**src/rtl/multicycle_control_if.sv**
```systemverilog
// Control bundle between the multicycle sequencer (master) and the datapath/IR side (slave).
// MEM_WAIT_EN adds the mem_ready handshake input.
interface multicycle_control_if;
    logic [1:0] op;
    logic [5:0] funct;
    logic [3:0] rd;
    logic [3:0] cond;
    logic [3:0] alu_flags;
`ifdef MEM_WAIT_EN
    logic       mem_ready;
`endif
    logic       pc_write;
    logic       ir_write;
    logic       adr_src;
    logic       mem_write;
    logic       reg_write;
    logic [1:0] result_src;
    logic       alu_src_a;
    logic [1:0] alu_src_b;
    logic [1:0] alu_control;
    logic [1:0] imm_src;
    logic [1:0] reg_src;
    logic [3:0] state;

    modport master (
        input  op, funct, rd, cond, alu_flags,
`ifdef MEM_WAIT_EN
        input  mem_ready,
`endif
        output pc_write, ir_write, adr_src, mem_write, reg_write, result_src,
               alu_src_a, alu_src_b, alu_control, imm_src, reg_src, state
    );

    modport slave (
        output op, funct, rd, cond, alu_flags,
`ifdef MEM_WAIT_EN
        output mem_ready,
`endif
        input  pc_write, ir_write, adr_src, mem_write, reg_write, result_src,
               alu_src_a, alu_src_b, alu_control, imm_src, reg_src, state
    );
endinterface

```
**src/rtl/multicycle_control.sv**
```systemverilog
// Multicycle sequencer for the ARM-subset core: FSM, NZCV flags, condition check, datapath selects.
// Optional MEM_WAIT_EN: FETCH/MEMRD/MEMWR stall until mem_ready.
module multicycle_control #(
    parameter logic [3:0] FLAGS_INIT = 4'b0000
) (
    input logic               clk,
    input logic               reset,
    multicycle_control_if.master bus
);

    typedef enum logic [3:0] {
        FETCH  = 4'd0, DECODE = 4'd1, MEMADR = 4'd2, MEMRD  = 4'd3, MEMWB = 4'd4,
        MEMWR  = 4'd5, EXECR  = 4'd6, EXECI  = 4'd7, ALUWB  = 4'd8, BRANCH = 4'd9
    } state_t;

    typedef enum logic [1:0] {ALU_ADD = 2'b00, ALU_SUB = 2'b01, ALU_AND = 2'b10, ALU_ORR = 2'b11} alu_t;

    typedef struct packed {
        logic       fetch;
        logic       adr_src;
        logic       reg_w;
        logic       mem_w;
        logic       branch;
        logic       alu_src_a;
        logic [1:0] alu_src_b;
        logic [1:0] result_src;
        logic [1:0] alu_control;
    } ctl_t;

    state_t     state, state_next;
    ctl_t       ctl_q;
    logic [3:0] flags;
    alu_t       alu_op;
    logic [1:0] flag_w;
    logic       no_write;
    logic       cond_ex;
    logic       mem_ready;
    logic       pcs;

`ifdef MEM_WAIT_EN
    assign mem_ready = bus.mem_ready;
`else
    assign mem_ready = 1'b1;
`endif

    // Per-state datapath controls, registered on entry to the state.
    function automatic ctl_t ctl_for(input state_t s, input alu_t op_sel);
        ctl_t c;
        c = '0;
        case (s)
            FETCH:   begin c.fetch = 1'b1; c.alu_src_a = 1'b1; c.alu_src_b = 2'b10; c.result_src = 2'b10; end
            DECODE:  begin c.alu_src_a = 1'b1; c.alu_src_b = 2'b10; c.result_src = 2'b10; end
            MEMADR:  c.alu_src_b = 2'b01;
            MEMRD:   c.adr_src = 1'b1;
            MEMWB:   begin c.result_src = 2'b01; c.reg_w = 1'b1; end
            MEMWR:   begin c.adr_src = 1'b1; c.mem_w = 1'b1; end
            EXECR:   c.alu_control = op_sel;
            EXECI:   begin c.alu_src_b = 2'b01; c.alu_control = op_sel; end
            ALUWB:   c.reg_w = 1'b1;
            BRANCH:  begin c.alu_src_b = 2'b01; c.result_src = 2'b10; c.branch = 1'b1; end
            default: c = '0;
        endcase
        return c;
    endfunction

    always_comb begin
        alu_op   = ALU_ADD;
        no_write = 1'b0;
        flag_w   = 2'b00;
        case (bus.funct[4:1])
            4'b0100: alu_op = ALU_ADD;
            4'b0010: alu_op = ALU_SUB;
            4'b0000: alu_op = ALU_AND;
            4'b1100: alu_op = ALU_ORR;
            4'b1010: alu_op = ALU_SUB;
            default: alu_op = ALU_ADD;
        endcase
        if (bus.funct[0])
            flag_w = (alu_op == ALU_AND || alu_op == ALU_ORR) ? 2'b10 : 2'b11;
        if (bus.op == 2'b00 && bus.funct[4:1] == 4'b1010) begin
            no_write = 1'b1;
            flag_w   = 2'b11;
        end
    end

    always_comb begin
        cond_ex = 1'b0;
        case (bus.cond)
            4'h0: cond_ex = flags[2];
            4'h1: cond_ex = ~flags[2];
            4'h2: cond_ex = flags[1];
            4'h3: cond_ex = ~flags[1];
            4'h4: cond_ex = flags[3];
            4'h5: cond_ex = ~flags[3];
            4'h6: cond_ex = flags[0];
            4'h7: cond_ex = ~flags[0];
            4'h8: cond_ex = flags[1] & ~flags[2];
            4'h9: cond_ex = ~flags[1] | flags[2];
            4'hA: cond_ex = (flags[3] == flags[0]);
            4'hB: cond_ex = (flags[3] != flags[0]);
            4'hC: cond_ex = ~flags[2] & (flags[3] == flags[0]);
            4'hD: cond_ex = flags[2] | (flags[3] != flags[0]);
            4'hE: cond_ex = 1'b1;
            default: cond_ex = 1'b0;
        endcase
    end

    // FETCH only advances once its controls are live, so the first fetch after reset takes a full cycle.
    always_comb begin
        state_next = FETCH;
        case (state)
            FETCH:   state_next = (ctl_q.fetch && mem_ready) ? DECODE : FETCH;
            DECODE: begin
                case (bus.op)
                    2'b00:   state_next = bus.funct[5] ? EXECI : EXECR;
                    2'b01:   state_next = MEMADR;
                    2'b10:   state_next = BRANCH;
                    default: state_next = FETCH;
                endcase
            end
            MEMADR:  state_next = bus.funct[0] ? MEMRD : MEMWR;
            MEMRD:   state_next = mem_ready ? MEMWB : MEMRD;
            MEMWR:   state_next = mem_ready ? FETCH : MEMWR;
            EXECR:   state_next = ALUWB;
            EXECI:   state_next = ALUWB;
            default: state_next = FETCH;
        endcase
    end

    always_ff @(posedge clk or negedge reset) begin
        if (!reset) begin
            state <= FETCH;
            flags <= FLAGS_INIT;
            ctl_q <= '0;
        end else begin
            state <= state_next;
            ctl_q <= ctl_for(state_next, alu_op);
            if ((state == EXECR || state == EXECI) && cond_ex) begin
                if (flag_w[1]) flags[3:2] <= bus.alu_flags[3:2];
                if (flag_w[0]) flags[1:0] <= bus.alu_flags[1:0];
            end
        end
    end

    assign pcs             = ctl_q.branch | (ctl_q.reg_w & (bus.rd == 4'hF));
    assign bus.ir_write    = ctl_q.fetch & mem_ready;
    assign bus.pc_write    = (ctl_q.fetch & mem_ready) | (pcs & cond_ex & ~no_write);
    assign bus.reg_write   = ctl_q.reg_w & cond_ex & ~no_write;
    assign bus.mem_write   = ctl_q.mem_w & cond_ex;
    assign bus.adr_src     = ctl_q.adr_src;
    assign bus.result_src  = ctl_q.result_src;
    assign bus.alu_src_a   = ctl_q.alu_src_a;
    assign bus.alu_src_b   = ctl_q.alu_src_b;
    assign bus.alu_control = ctl_q.alu_control;
    assign bus.imm_src     = bus.op;
    assign bus.reg_src     = {(bus.op == 2'b01) & ~bus.funct[0], bus.op == 2'b10};
    assign bus.state       = state;

endmodule

```
**src/flat_wrapper.sv**
```systemverilog
// flat-port wrapper written by rule: the top's interface ports become plain ports
module multicycle_control_flat 
#(
    parameter logic [3:0] FLAGS_INIT = 4'b0000
)
  (clk, reset, bus_op, bus_funct, bus_rd, bus_cond, bus_alu_flags, bus_pc_write, bus_ir_write, bus_adr_src, bus_mem_write, bus_reg_write, bus_result_src, bus_alu_src_a, bus_alu_src_b, bus_alu_control, bus_imm_src, bus_reg_src, bus_state);
  multicycle_control_if bus_i ();
  input logic clk;
  input logic reset;
  input wire logic [$bits(bus_i.op)-1:0] bus_op;
  input wire logic [$bits(bus_i.funct)-1:0] bus_funct;
  input wire logic [$bits(bus_i.rd)-1:0] bus_rd;
  input wire logic [$bits(bus_i.cond)-1:0] bus_cond;
  input wire logic [$bits(bus_i.alu_flags)-1:0] bus_alu_flags;
  output wire logic [$bits(bus_i.pc_write)-1:0] bus_pc_write;
  output wire logic [$bits(bus_i.ir_write)-1:0] bus_ir_write;
  output wire logic [$bits(bus_i.adr_src)-1:0] bus_adr_src;
  output wire logic [$bits(bus_i.mem_write)-1:0] bus_mem_write;
  output wire logic [$bits(bus_i.reg_write)-1:0] bus_reg_write;
  output wire logic [$bits(bus_i.result_src)-1:0] bus_result_src;
  output wire logic [$bits(bus_i.alu_src_a)-1:0] bus_alu_src_a;
  output wire logic [$bits(bus_i.alu_src_b)-1:0] bus_alu_src_b;
  output wire logic [$bits(bus_i.alu_control)-1:0] bus_alu_control;
  output wire logic [$bits(bus_i.imm_src)-1:0] bus_imm_src;
  output wire logic [$bits(bus_i.reg_src)-1:0] bus_reg_src;
  output wire logic [$bits(bus_i.state)-1:0] bus_state;
  assign bus_i.op = bus_op;
  assign bus_i.funct = bus_funct;
  assign bus_i.rd = bus_rd;
  assign bus_i.cond = bus_cond;
  assign bus_i.alu_flags = bus_alu_flags;
  assign bus_pc_write = bus_i.pc_write;
  assign bus_ir_write = bus_i.ir_write;
  assign bus_adr_src = bus_i.adr_src;
  assign bus_mem_write = bus_i.mem_write;
  assign bus_reg_write = bus_i.reg_write;
  assign bus_result_src = bus_i.result_src;
  assign bus_alu_src_a = bus_i.alu_src_a;
  assign bus_alu_src_b = bus_i.alu_src_b;
  assign bus_alu_control = bus_i.alu_control;
  assign bus_imm_src = bus_i.imm_src;
  assign bus_reg_src = bus_i.reg_src;
  assign bus_state = bus_i.state;
  multicycle_control #(.FLAGS_INIT(FLAGS_INIT)) u_core (.clk(clk), .reset(reset), .bus(bus_i));
endmodule
```
**config.mk**
```make
export PLATFORM = sky130hd
export DESIGN_NAME = multicycle_control_flat
export DESIGN_NICKNAME = d
export VERILOG_FILES = /design/src/rtl/multicycle_control_if.sv /design/src/rtl/multicycle_control.sv /design/src/flat_wrapper.sv
export SDC_FILE = /design/constraint.sdc
export NUM_CORES = 1
export LEC_CHECK = 0
export CAP_MARGIN = 20
export CORE_UTILIZATION = 34
export DETAILED_ROUTE_END_ITERATION = 8
export PLACE_DENSITY = 0.7
export SYNTH_ARGS = -nofsm -noshare
export SYNTH_HDL_FRONTEND = slang
export SYNTH_SLANG_ARGS = --single-unit
```
**constraint.sdc**
```tcl
create_clock -name clk -period 2.1 [get_ports clk]
set_input_delay 0.42 -clock clk [delete_from_list [all_inputs] [get_ports clk]]
set_output_delay 0.42 -clock clk [all_outputs]
set_load 0.05 [all_outputs]
```
# Yosys cells after proc, flatten, opt, wreduce, memory -nomap -nowiden
# Index checks and enable logic that the tools add are counted.
# totals
n_memories	0
wordCells	108
regBits	20
ramBits	0
output_inout_bits	20
latch_bits	0
in_bits	22
mem_bits_ro	0
# classes
n_lt_le_gt_ge	0
n_bitwise	19
n_mul	0
eq_ne	38
n_addsub	0
n_mux	20
reduce_logical	19
div_mod_pow	0
shift	0
# op_table
cell	count
$eq A4 B4 Y1 const B	12
$eq A4 B3 Y1 const B	10
$eq A4 B2 Y1 const B	7
$pmux W4 S5	1
$logic_not A4 Y1	4
$pmux W1 S15	1
$eq A4 B1 Y1 const B	3
$pmux W4 S3	1
$reduce_or A2 Y1	6
$mux W1	10
$and A1 B1 Y1	9
$pmux W2 S2	2
$eq A2 B2 Y1 const B	3
$mux W2	3
$not A1 Y1	6
$pmux W2 S3	1
$reduce_or A3 Y1	2
$or A1 B1 Y1	4
$reduce_and A2 Y1	2
$mux W3	1
$eq A2 B1 Y1 const B	1
$logic_and A1 B1 Y1	2
$logic_not A2 Y1	1
$logic_or A1 B1 Y1	2
other kinds (2)	2

# Longest topological paths before layout
# Gate-level depths: netlist (run 1).
# depth
depth_word	9
ltp_mapped	6
ltp_nobuf	5

# Worst setup path after synthesis (run 1)
# No wires, ideal clock.
# synth_timing
path_kind	input to output
startpoint	input bus_cond[2]
endpoint	output bus_reg_write
required_time_ns	1.680
slack_ns	-0.156
arrival_time_ns	1.836
path_buffers	1
cell_stages	6
cell_sequence	buf_6 > and2_4 > or3b_1 > a41o_1 > nand3_1 > and3b_1
# synth_via
elab_chain_len	4
elab_cells_between_ends	18
cone_classes	14 x eq/ne; 1 x mux; 2 x bitwise; 1 x reduce/logical
# synth_lines
item	line	rtl
start, declared	flat_wrapper.sv:13	input wire logic [$bits(bus_i.cond)-1:0] bus_cond;
$eq A4 B4 Y1 (tied with other cells)	multicycle_control.sv:88	case (bus.cond)
$pmux W1 S15 *	multicycle_control.sv:88	
$and A1 B1 Y1 * (2 in a row)	multicycle_control.sv:148	assign bus.reg_write = ctl_q.reg_w & cond_ex & ~no_write;
end, declared	flat_wrapper.sv:19	output wire logic [$bits(bus_i.reg_write)-1:0] bus_reg_write;
# Every way passes the cells marked *; elsewhere a longest branch is shown, timed or not.

# Worst setup path in the final report (run 1)
# layout_timing
startpoint	register u_core.flags[3]
endpoint	output bus_pc_write
# layout_via
elab_chain_len	6
elab_cells_between_ends	9
cone_classes	2 x eq/ne; 1 x mux; 6 x bitwise
# layout_lines
item	line	rtl
start, declared	multicycle_control.sv:32	logic [3:0] flags;
start signal, assigned	multicycle_control.sv:139	if (flag_w[1]) flags[3:2] <= bus.alu_flags[3:2];
$ne A1 B1 Y1 / $eq A1 B1 Y1 (equally long branches)	-	
$or A1 B1 Y1 / $and A1 B1 Y1 (equally long branches)	multicycle_control.sv:102, multicycle_control.sv:101	
$pmux W1 S15 *	multicycle_control.sv:88	
$and A1 B1 Y1 * (2 in a row)	multicycle_control.sv:147	assign bus.pc_write = (ctl_q.fetch & mem_ready) | (pcs & cond_ex & ~no_write);
$or A1 B1 Y1 *	multicycle_control.sv:147	
end, declared	flat_wrapper.sv:15	output wire logic [$bits(bus_i.pc_write)-1:0] bus_pc_write;
# Marks and branches as above.

==> results by stage, run 1 <==
Run status:
- The run finished, with violations left.
- The checks that failed: setup timing.

Timing:
- The slew at the pin with the worst max-slew slack is 0.501 ns.
- The share of the cycle needed by the critical path after routing is 117%.
- Setup repair after global routing could not meet its margin everywhere.
- The worst relative slew slack is 66.5%.
- The total setup violations reported at the end of the flow is 3.
- The worst setup slack after layout is -0.359 ns.
- The final number of max-transition violations is 0.
- Subtracting the final worst setup slack from the clock period gives 2.46 ns.
- The number of endpoints with negative hold slack in the final report is 0.
- Static timing analysis puts the maximum clock frequency at 407 MHz.
- The worst clock skew on the final layout is ~0.0033 ns.

Pwr:
- The design draws 2190 µW.
- In this run switching power makes up 44.6% of total power.
- The clock network is responsible for roughly 14% of the overall power.
- The internal power component is 1210 µW.
- Across the VDD grid, the largest voltage drop is roughly 0.84 mV.
- The analysis attributes to net switching a power of 978 µW.
- In this run, the combinational gates consume 57.0% of the power.
- The power density over the cells is 1180 nW/µm².
- In this run, flip-flops and latches consume ~29% of the power.
- The leakage power summed over all cells is 0.000842 µW.

Job:
- Across the run, the number of max-cap violations was 0.

CTS:
- In this run the deepest clock path goes through 2 buffers.
- The clock drives 20 sinks.
- The number of buffers created by CTS is 3.
- For the worst-skew pair, the clock arrives at the later sink with an insertion delay of 0.31 ns.
- CTS built an H-tree with a depth of 1.
- The TritonCTS clock tree is built.
- After clock tree synthesis, the clock-pin slew on the worst setup and hold paths is 0.12 ns.
- The tree is rooted in a clkbuf_4.
- In this run the post-CTS setup repair buffer count came out at 0.

Die:
- The die covers 3770 µm².
- The die boundary height is 61.4 µm.
- The number of core rows is 21.
- In this run the horizontal extent of the chip is between 60 and 70 µm.
- Once the floorplan was initialized, standard cells occupied a little over a third of the core.
- In this run the standard cell core region covers 3360 µm².
- During I/O placement, the number of pins put on the boundary was 42.

Critical path:
- The startpoint type of the worst setup path is a register.
- The critical path data arrival time is around 2.0 ns.
- The category of the worst setup path capture point is an output pin.
- The critical path in this run is classified as register to output pin.
- The peak fanout along the critical path is 6.
- The worst reg2reg path depth is 6.
- The worst path required time is 1.68 ns.

Global route:
- The global route total overflow is 0.
- The number of antenna violations at the first check in global routing came to 0.
- Global routing consumed, over all layers together, 18.8% of the routing resources.
- The first-pass GRT wire length is 5.09 mm.
- The via count of the first global-routing pass is 1128.
- The maximum number of pins on one net before global-route repair is 21.

Route:
- The initial DRC count is 39.
- After detailed routing, the total wire length is 3.26 mm.
- The total DRC errors in the routed layout is 0.
- The number of vias in the routed layout is 1108.
- The ratio of routed vias to standard cells is 5.08.
- The first TritonRoute pass finished after 4 iterations.
- Once detail routing completed, the nets flagged for antenna violations numbered 0.
- The post-detailed-route wirelength per cell is 14.9 µm.

Placed design:
- The weighted congestion reported at the end of routability-driven placement is around 0.83.
- Detailed placement ended at an HPWL of 2.50 mm.
- The total placed instance area is 1750 µm².
- The count of buffers added on input and output ports is 41.

Finish:
- For this run, the share of the core covered by cells in the final layout is 55.3%.
- The area overhead of the layout relative to synthesis is 54.9%.
- The post-layout net count is approximately 200.
- The number of inserted diodes is 0.
- The total non-filler cell area in the finished layout is 1860 µm².
- In the final layout, the share of cells above drive strength 1 is 29.7%.

Synthesis:
- The number of synthesized flops with an enable pin is 0.
- The sequential fraction of the synthesis area is 41.7%.
- The number of different library cells in the post-synthesis netlist is 46.
- The gate count of the mapped netlist is 121.
- Each instance of the synthesized netlist takes up on average 9.93 µm².
- The prevailing post-synth register cell is dfrtp_1.
- The number of warning messages in the yosys log is 0.
- The synthesized area is 1200 µm².
- Synthesis produced a netlist with a net count of 143.
- The fraction of registers with async set or reset after synthesis is 100%.
- The synthesized design contains 20 register bits.

Hold path:
- The path class of the lowest-slack min-delay path is input port to asynchronous set/reset pin.
metrics by stage:
stage / instances / setup slack [ns] / setup TNS, ns / hold slack, ns
6_report: 218 / -0.359 / -0.999 / 0.435
3_3_place_gp: 214 / -0.579 / -3.75 / 0.560
2_1_floorplan: 121 / -0.0375 / -0.0887 / 0.124
4_1_cts: 218 / -0.344 / -0.930 / 0.436
3_5_place_dp: 214 / -0.644 / -4.29 / 0.562
5_1_grt: 218 / -0.468 / -1.32 / 0.462
registers in the layout, indices dropped and copies added (netlist names):
register                cells
u_core.flags                4
u_core.bus.alu_control      2
u_core.bus.adr_src          1
u_core.bus.alu_src_a        1
u_core.ctl_q                3
u_core.bus.result_src       2
u_core.bus.ir_write         1
u_core.bus.alu_src_b        2
u_core.bus.state            4
critical path: stages (launching register included):
cell and delay (ns):
dfrtp_2 0.48, mux2_4 0.27, a32o_1 0.21, a311oi_2 0.26, nand3_2 0.13, a21o_2 0.24
buf_6 0.15
Yosys cell counts, drive strengths merged, types with 4 or more instances:
master	n	area, µm²
nor2	10	37.5
nor3	5	25.0
o21ai	4	20.0
nand2b	5	31.3
nand2	5	18.8
mux2	8	90.1
buf	11	81.3
dfrtp	20	500
path summary, 6_finish.rpt:
kind / from / end / slack (ns)
hold reg to reg: u_core.flags[1] / u_core.flags[1] / 0.59
setup / recovery: u_core.flags[3] / bus_pc_write / -0.36
hold / removal: reset / u_core.bus.alu_src_b[0] / 0.43
min in group clk: u_core.flags[1] / u_core.flags[1] / 0.59
max in group asynchronous: reset / u_core.flags[3] / 1.44
setup reg to reg: u_core.flags[3] / u_core.flags[0] / 0.08
per-layer routing:
layer	part of all wire (%)	global-route usage, %	routed length (µm)
met1	45	23.4	1470
met2	48	33.7	1560
met3	4.9	2.31	161
met4	2.1	6.67	67
met5	0	0	0
repair_timing:
item,in CTS,in global routing
hold buffers,0,0
pin swaps,3,1
setup endpoints to repair,7,8
resized for setup,18,4
cell type report:
cell class / instances / area, µm²
multi-input cells: 86 / 647
flip-flops and latches: 20 / 502
repair buffers: 59 / 591
clock buffers: 3 / 22.5
well taps: 46 / 57.6
fillers: 320 / 1500
clock inverters: 1 / 30.0
inverters: 3 / 11.3
power by group through the flow:
stage	combinational, µW	clock, µW	sequential [µW]
final	1250	316	626
after global routing	1320	339	642
after CTS	1240	324	624
after detailed placement	1220	0	627
after global placement	1200	0	623
after floorplan	628	0	798
kinds of logic (layout without fill, tap and decap cells):
group	Yosys count	after routing	share of synthesized area, %
compound gates	26	26	16.0
simple gates	49	49	24.5
mux	9	9	8.33
buf+inv	15	66	8.02
xor+xnor	2	2	1.46
flops	20	20	41.7
cell usage in the layout (no fill, tap or decap), types with 2 or more instances in the layout:
cell type / n
a31oi_2: 2
and2_4: 2
dlygate4sd2_1: 2
nand2_1: 5
clkdlybuf4s15_2: 2
o22ai_1: 2
nor3_1: 5
mux2_2: 3
clkbuf_4: 3
buf_12: 4
and4b_1: 2
o21ai_0: 4
nand2b_1: 5
o21bai_1: 3
nand3_1: 2
o31a_1: 2
clkdlybuf4s50_1: 27
inv_1: 2
nor3b_1: 2
nor2_1: 10
mux2_1: 4
or3b_1: 2
or2b_1: 2
dfrtp_1: 19
buf_4: 20
buf_6: 2
a21oi_1: 2
and3_1: 2
Note: power is estimated with default switching activity, not from simulation.
==> inputs of run 2 (changes only) <==
--- a/config.mk
+++ b/config.mk
@@ -6,7 +6,9 @@
 export NUM_CORES = 1
 export LEC_CHECK = 0
 export CAP_MARGIN = 20
+export CORE_ASPECT_RATIO = 0.5
 export CORE_UTILIZATION = 34
+export CTS_CLUSTER_SIZE = 30
 export DETAILED_ROUTE_END_ITERATION = 8
 export PLACE_DENSITY = 0.7
 export SYNTH_ARGS = -nofsm -noshare
==> results by stage, run 2 (synthesis gave the netlist of run 1 again) <==
Global route:
- The via count of the first global-routing pass came to 1041 (-7.7%).
- The number of antenna violations at the first check in global routing is 0 (unchanged).
- The global-route usage over all layers came to 16.4% (-2.4 points).
- The global route total overflow was 0 (unchanged).
- The first-pass GRT wire length came to 4.70 mm (-7.7%).
- The maximum number of pins on one net before global-route repair is 21 (unchanged).

CTS:
- The maximum level of the CTS H-tree is 1 (unchanged).
- TritonCTS built the clock tree.
- The number of buffers added for setup after CTS is 0 (unchanged).
- The maximum clock path buffer count was 2 (unchanged).
- The number of buffers created by CTS is 3 (unchanged).
- The clock sink count was 20 (unchanged).
- Clock tree synthesis selected as its root buffer the cell clkbuf_8.
- The clock latency on the worst-skew pair is 0.26 ns (-0.05 ns).
- The clock input transition at the sequential cells of the worst setup and hold paths was 0.07 ns (-0.05 ns).
- The total of hold buffers inserted after clock tree synthesis is 0 (unchanged).

Timing:
- Setup repair after global routing could not meet its margin everywhere.
- The maximum frequency from static timing analysis is 414 MHz (+1.9%).
- The slew at the pin with the worst max-slew slack is 0.506 ns (+0.00451 ns).
- The sum of negative setup slack is -0.870 ns (+0.129 ns).
- The number of endpoints with negative hold slack in the final report is 0 (unchanged).
- The total setup violations reported at the end of the flow came to 3 (unchanged).
- The final number of max-transition violations is 0 (unchanged).
- The worst setup slack after layout was -0.313 ns (+0.0457 ns).
- The worst clock skew on the final layout is 0.00265 ns (-0.000694 ns).
- The final hold slack is 0.490 ns (+0.0549 ns).
- The time the final worst path needs with I/O delays and setup was 2.41 ns (-0.0457 ns).
- The worst relative slew slack is 66.2% (-0.30 points).
- The share of the cycle needed by the critical path after routing is 115% (-2.2 points).

Placed design:
- The total placed instance area is 1750 µm² (+0.14%).
- The HPWL reported at the end of detailed placement is 2.13 mm (-15%).
- The number of buffers inserted by port buffering is 41 (unchanged).
- The weighted congestion reported at the end of routability-driven placement is 0.844 (+1.8%).
- The cell total after placement is 216 (+0.93%).

Route:
- The post-detailed-route wirelength per cell came to 13.0 µm (-13%).
- The total DRC errors in the routed layout is 0 (unchanged).
- The initial DRC count was 37 (-5.1%).
- The sum of routed wire length over all layers is 2.86 mm (-12%).
- The number of vias in the routed layout is 1091 (-1.5%).
- The count of nets left with antenna violations after detail routing is 0 (unchanged).
- The ratio of routed vias to standard cells came to 4.94 (-2.9%).
- The number of detailed-route iterations in the first pass is 4 (unchanged).

Critical path:
- The worst path required time is 1.68 ns (about the same).
- The startpoint type of the worst setup path is a register.
- The worst reg2reg path depth is 6 (unchanged).
- By startpoint and endpoint, the worst setup path is classified as register to output pin.
- The category of the worst setup path capture point is an output pin.
- The critical path data arrival time came to 1.99 ns (-0.05 ns).
- The peak fanout along the critical path is 6 (unchanged).

Hold path:
- The min-delay analysis places its worst path in the category input port to asynchronous set/reset pin.

Finish:
- The number of inserted diodes is 0 (unchanged).
- The largest registers in the layout are u_core.bus.state (4), u_core.flags (4), u_core.ctl_q (3).
- Leaving out fill and tap cells, the most frequent cells in the layout are clkdlybuf4s50_1 (28), buf_4 (19), dfrtp_1 (19), nor2_1 (10).
- The number of fillers in the final layout is 274 (-14%).
- The post-layout net count is 196 (+0.51%).
- The area growth from synthesis to layout is 55.7%.
- The library cell used most frequently in the layout, excluding fill and tap cells, is clkdlybuf4s50_1.
- The fraction of final layout cells with drive strength greater than 1 was 28.3% (-1.3 points).
- The number of standard cells in the layout, taps in and fillers out is 221 (+1.4%).
- The total non-filler cell area in the finished layout is 1870 µm² (+0.54%).
- The total area of sequential cells is 502 µm² (unchanged).
- The area used by multi-input combinational logic is 651 µm² (+0.58%).

Pwr:
- The peak supply drop is 1.02 mV (+22%).
- The total power is 2150 µW (-1.7%).
- The power density over the cells was 1150 nW/µm² (-2.2%).
- The leakage power summed over all cells was 0.000823 µW (-2.2%).

Die:
- The core footprint was 3170 µm² (-5.7%).
- The floorplan die width was 86.1 µm (+40%).
- The die boundary height is 44.0 µm (-28%).
- The number of top-level design ports came to 42 (unchanged).
- The number of core rows is 14 (-33%).
- The die outline area came to 3790 µm² (+0.39%).
- The effective utilization at floorplan is 37.9% (+2.2 points).

Run status:
- The flow ran to the end, but the final reports show violations.
- The final reports fail on setup timing.

Job:
- The count of maximum capacitance violations is 0 (unchanged).
==> run 2: cell count changes in the layout (fill, tap and decap cells not counted), sizes merged <==
cell and change:
bufinv -1, buf +1, clkdlybuf4s50 +1, dlymetal6s2s -1, dlygate4sd2 -1, clkbuf +2
==> run 2: stage by stage <==
step | utilization, % | worst slack, ns
finish | 59.0 | -0.313
CTS | 58.1 | -0.388
global placement | 55.3 | -0.586
detailed placement | 55.3 | -0.601
floorplan | - | -0.0375
global route | 59.0 | -0.409
==> run 2: final cells by class <==
type | instances | share of cell area, %
clock buffers | 4 | 2.94
inverters | 3 | 0.602
multi-input cells | 86 | 34.8
flip-flops and latches | 20 | 26.8
well taps | 48 | 3.21
repair buffers | 60 | 31.6
==> run 2: where the power goes <==
part	internal, µW	leakage (µW)	switching [µW]	total (µW)
logic	507	0.000535	734	1240
registers	510	0.000259	110	620
clock network	167	0.0000288	127	294
total	1180	0.000823	971	2150
==> run 2: final timing paths <==
kind,from,endpoint,slack (ns)
worst max register to register,u_core.flags[3],u_core.flags[3],0.13
min in group clk,u_core.bus.state[1],u_core.bus.alu_control[0],0.59
worst max-delay path,u_core.flags[3],bus_reg_write,-0.31
worst min-delay path,reset,u_core.bus.alu_src_b[1],0.49
worst min register to register,u_core.bus.state[1],u_core.bus.alu_control[0],0.59
max in group asynchronous,reset,u_core.flags[3],1.38
==> run 2: per-layer routing <==
metal	wire, µm	track usage (%)	up-vias
met3	117	4.29	4
met5	0	0	-
met4	40	6.00	0
met1	1330	21.8	532
li1	-	-	535
met2	1380	26.5	20
==> run 2: worst max-delay path, stage by stage (launching register included) <==
cell	delay (ns)
dfrtp_2	0.45
mux2_4	0.27
a32o_1	0.21
a311oi_2	0.25
nand3_1	0.17
and3b_2	0.24
buf_8	0.15
==> run 2: what timing repair did <==
item                       4_1_cts  5_1_grt
pin swaps                        6        5
resized for setup               14        8
gates cloned                     1        0
setup endpoints to repair        7        7
==> inputs of run 3 (changes only) <==
--- a/config.mk
+++ b/config.mk
@@ -7,6 +7,7 @@
 export LEC_CHECK = 0
 export CAP_MARGIN = 20
 export CORE_ASPECT_RATIO = 0.5
+export CORE_MARGIN = 5
 export CORE_UTILIZATION = 34
 export CTS_CLUSTER_SIZE = 30
 export DETAILED_ROUTE_END_ITERATION = 8
==> results by stage, run 3 (synthesis gave the netlist of run 1 again) <==
Run status:
- The run finished, with violations left.
- The final reports fail on setup timing.

Timing:
- The total setup violations reported at the end of the flow came to 4 (+1).
- The slew at the pin with the worst max-slew slack is 0.504 ns (-0.00212 ns).
- The share of the cycle needed by the critical path after routing is 114% (-1.1 points).
- The maximum frequency from static timing analysis is 418 MHz (+0.94%).
- The worst relative slew slack came to 66.3% (+0.14 points).
- The time the final worst path needs with I/O delays and setup was 2.39 ns (-0.0224 ns).
- Setup repair after global routing could not meet its margin everywhere.
- The final hold slack is 0.495 ns (+0.00493 ns).
- The sum of negative setup slack came to -0.846 ns (+0.0241 ns).
- The worst setup slack after layout was -0.291 ns (+0.0224 ns).
- The number of endpoints with negative hold slack in the final report came to 0 (unchanged).
- The final number of max-transition violations came to 0 (unchanged).
- The worst clock skew on the final layout came to 0.00611 ns (+0.00346 ns).

Global route:
- The global-route usage over all layers is 12.6% (-3.8 points).
- The first-pass GRT wire length is 4.92 mm (+4.7%).
- The number of antenna violations at the first check in global routing is 0 (unchanged).
- The maximum number of pins on one net before global-route repair came to 21 (unchanged).
- The global route total overflow was 0 (unchanged).
- The via count of the first global-routing pass came to 1137 (+9.2%).

Critical path:
- The critical path data arrival time is 1.97 ns (-0.02 ns).
- The peak fanout along the critical path came to 5 (-1).
- The worst path required time is 1.68 ns (about the same).
- The startpoint type of the worst setup path is a register.
- The critical path is of the register to output pin type.
- STA classifies the critical path endpoint as an output pin.

Pwr:
- The leakage power summed over all cells is 0.000850 µW (+3.3%).
- The power density over the cells is 1190 nW/µm² (+3.4%).
- The peak supply drop is 0.467 mV (-54%).

Route:
- The total DRC errors in the routed layout is 0 (unchanged).
- The ratio of routed vias to standard cells is 4.75 (-3.8%).
- The number of vias in the routed layout came to 1073 (-1.6%).
- The number of detailed-route iterations in the first pass is 4 (unchanged).
- The sum of routed wire length over all layers is 3.00 mm (+4.8%).
- The post-detailed-route wirelength per cell is 13.3 µm (+2.4%).
- The initial DRC count is 33 (-11%).
- The count of nets left with antenna violations after detail routing came to 0 (unchanged).

Finish:
- The post-layout net count is 198 (+1.0%).
- The number of fillers in the final layout was 318 (+16%).
- The area used by multi-input combinational logic is 632 µm² (-2.9%).
- The total non-filler cell area in the finished layout came to 1880 µm² (+0.47%).
- The number of standard cells in the layout, taps in and fillers out is 226 (+2.3%).
- The top cell types in the final layout, fill and taps aside, are clkdlybuf4s50_1 (27), buf_4 (24), dfrtp_1 (19), nor2_1 (10).
- The fraction of final layout cells with drive strength greater than 1 is 28.6% (+0.25 points).
- The largest registers in the layout are u_core.bus.state (4), u_core.flags (4), u_core.ctl_q (3).
- The area overhead of the layout relative to synthesis is 56.5%.
- The number of inserted diodes is 0 (unchanged).
- The total area of sequential cells is 502 µm² (unchanged).
- Leaving out fill and tap cells, the most frequent cell in the layout is clkdlybuf4s50_1.

Die:
- The number of top-level design ports came to 42 (unchanged).
- The effective utilization at floorplan is 35.2% (-2.7 points).
- The die outline area is 4890 µm² (+29%).
- The floorplan die width came to 94.1 µm (+9.3%).
- The number of core rows came to 15 (+1).
- The die boundary height came to 52.0 µm (+18%).
- The core footprint is 3420 µm² (+7.7%).

CTS:
- The clock latency on the worst-skew pair was 0.26 ns (about the same).
- The maximum level of the CTS H-tree is 1 (unchanged).
- The maximum clock path buffer count is 2 (unchanged).
- The clock input transition at the sequential cells of the worst setup and hold paths is 0.08 ns (about the same).
- The total of hold buffers inserted after clock tree synthesis is 0 (unchanged).
- The clock sink count is 20 (unchanged).
- The number of buffers created by CTS is 3 (unchanged).
- The root buffer selected by CTS is clkbuf_8.
- The TritonCTS clock tree is built.

Placed design:
- The total placed instance area was 1770 µm² (+0.93%).
- The weighted congestion reported at the end of routability-driven placement came to 0.822 (-2.6%).
- The cell total after placement came to 221 (+2.3%).
- The minimum setup slack after placement is -0.644 ns (-0.0426 ns).
- The HPWL reported at the end of detailed placement is 2.36 mm (+11%).
- The number of buffers inserted by port buffering is 41 (unchanged).

Job:
- The count of maximum capacitance violations came to 0 (unchanged).

Hold path:
- The path class of the lowest-slack min-delay path is input port to asynchronous set/reset pin.
## run 3: cell types whose count changed in the layout (fill, tap and decap cells not counted), moves of 2 or more
cell           before  now
a31oi_4             2    0
a31oi_1             1    3
buf_4              19   24
dlygate4sd2_1       1    3
## run 3: power breakdown
| group | switching (µW) | total (µW) | leakage (µW) | internal (µW) |
|---|---|---|---|---|
| Combinational | 725 | 1240 | 0.000555 | 514 |
| Clock | 129 | 383 | 0.0000357 | 254 |
| Sequential | 107 | 616 | 0.000259 | 509 |
| Total | 960 | 2240 | 0.000850 | 1280 |
## run 3: critical path, cell delays in order (launching register included)
cell and delay, ns:
dfrtp_2 0.46, mux2_4 0.27, a32o_1 0.21, a311oi_2 0.27
nand3_2 0.13, and3b_2 0.22, buf_8 0.15
## run 3: layer usage
layer / global-route usage, % / vias up / wire length, µm
li1: - / 545 / -
met1: 13.7 / 510 / 1230
met5: 0 / - / 0
met4: 3.60 / 0 / 37
met2: 25.0 / 14 / 1660
met3: 2.46 / 4 / 73
## run 3: path summary, 6_finish.rpt
path | startpoint | end | slack [ns] | cells past startpoint
setup / recovery | u_core.flags[3] | bus_reg_write | -0.29 | 6
hold / removal | reset | u_core.bus.state[1] | 0.49 | 2
setup reg to reg | u_core.flags[0] | u_core.flags[1] | 0.09 | 7
hold reg to reg | u_core.bus.state[3] | u_core.bus.state[3] | 0.57 | 1
max in group asynchronous | reset | u_core.flags[3] | 1.38 | 2
min in group clk | u_core.bus.state[3] | u_core.bus.state[3] | 0.57 | 1
## run 3: final cells by class
| cell class | instances | share of cell area (%) |
|---|---|---|
| Timing Repair Buffer | 62 | 31.9 |
| Inverter | 3 | 0.599 |
| Sequential cell | 20 | 26.7 |
| Clock inverter | 1 | 1.60 |
| Multi-Input combinational cell | 86 | 33.6 |
| Clock buffer | 3 | 2.20 |
| Tap cell | 51 | 3.40 |
## run 3: per-stage QoR
step	util, %	power [µW]
floorplan	-	1430
global placement	51.8	1820
detailed placement	51.8	1840
CTS	54.7	2250
global route	55.0	2380
finish	55.0	2240
## run 3: timing repair
action | in CTS | in global routing
buffers inserted | 0 | 1
gates resized for setup | 13 | 2
pin swaps | 6 | 4
setup endpoints to repair | 7 | 7
endpoints found under the hold margin | 0 | 0
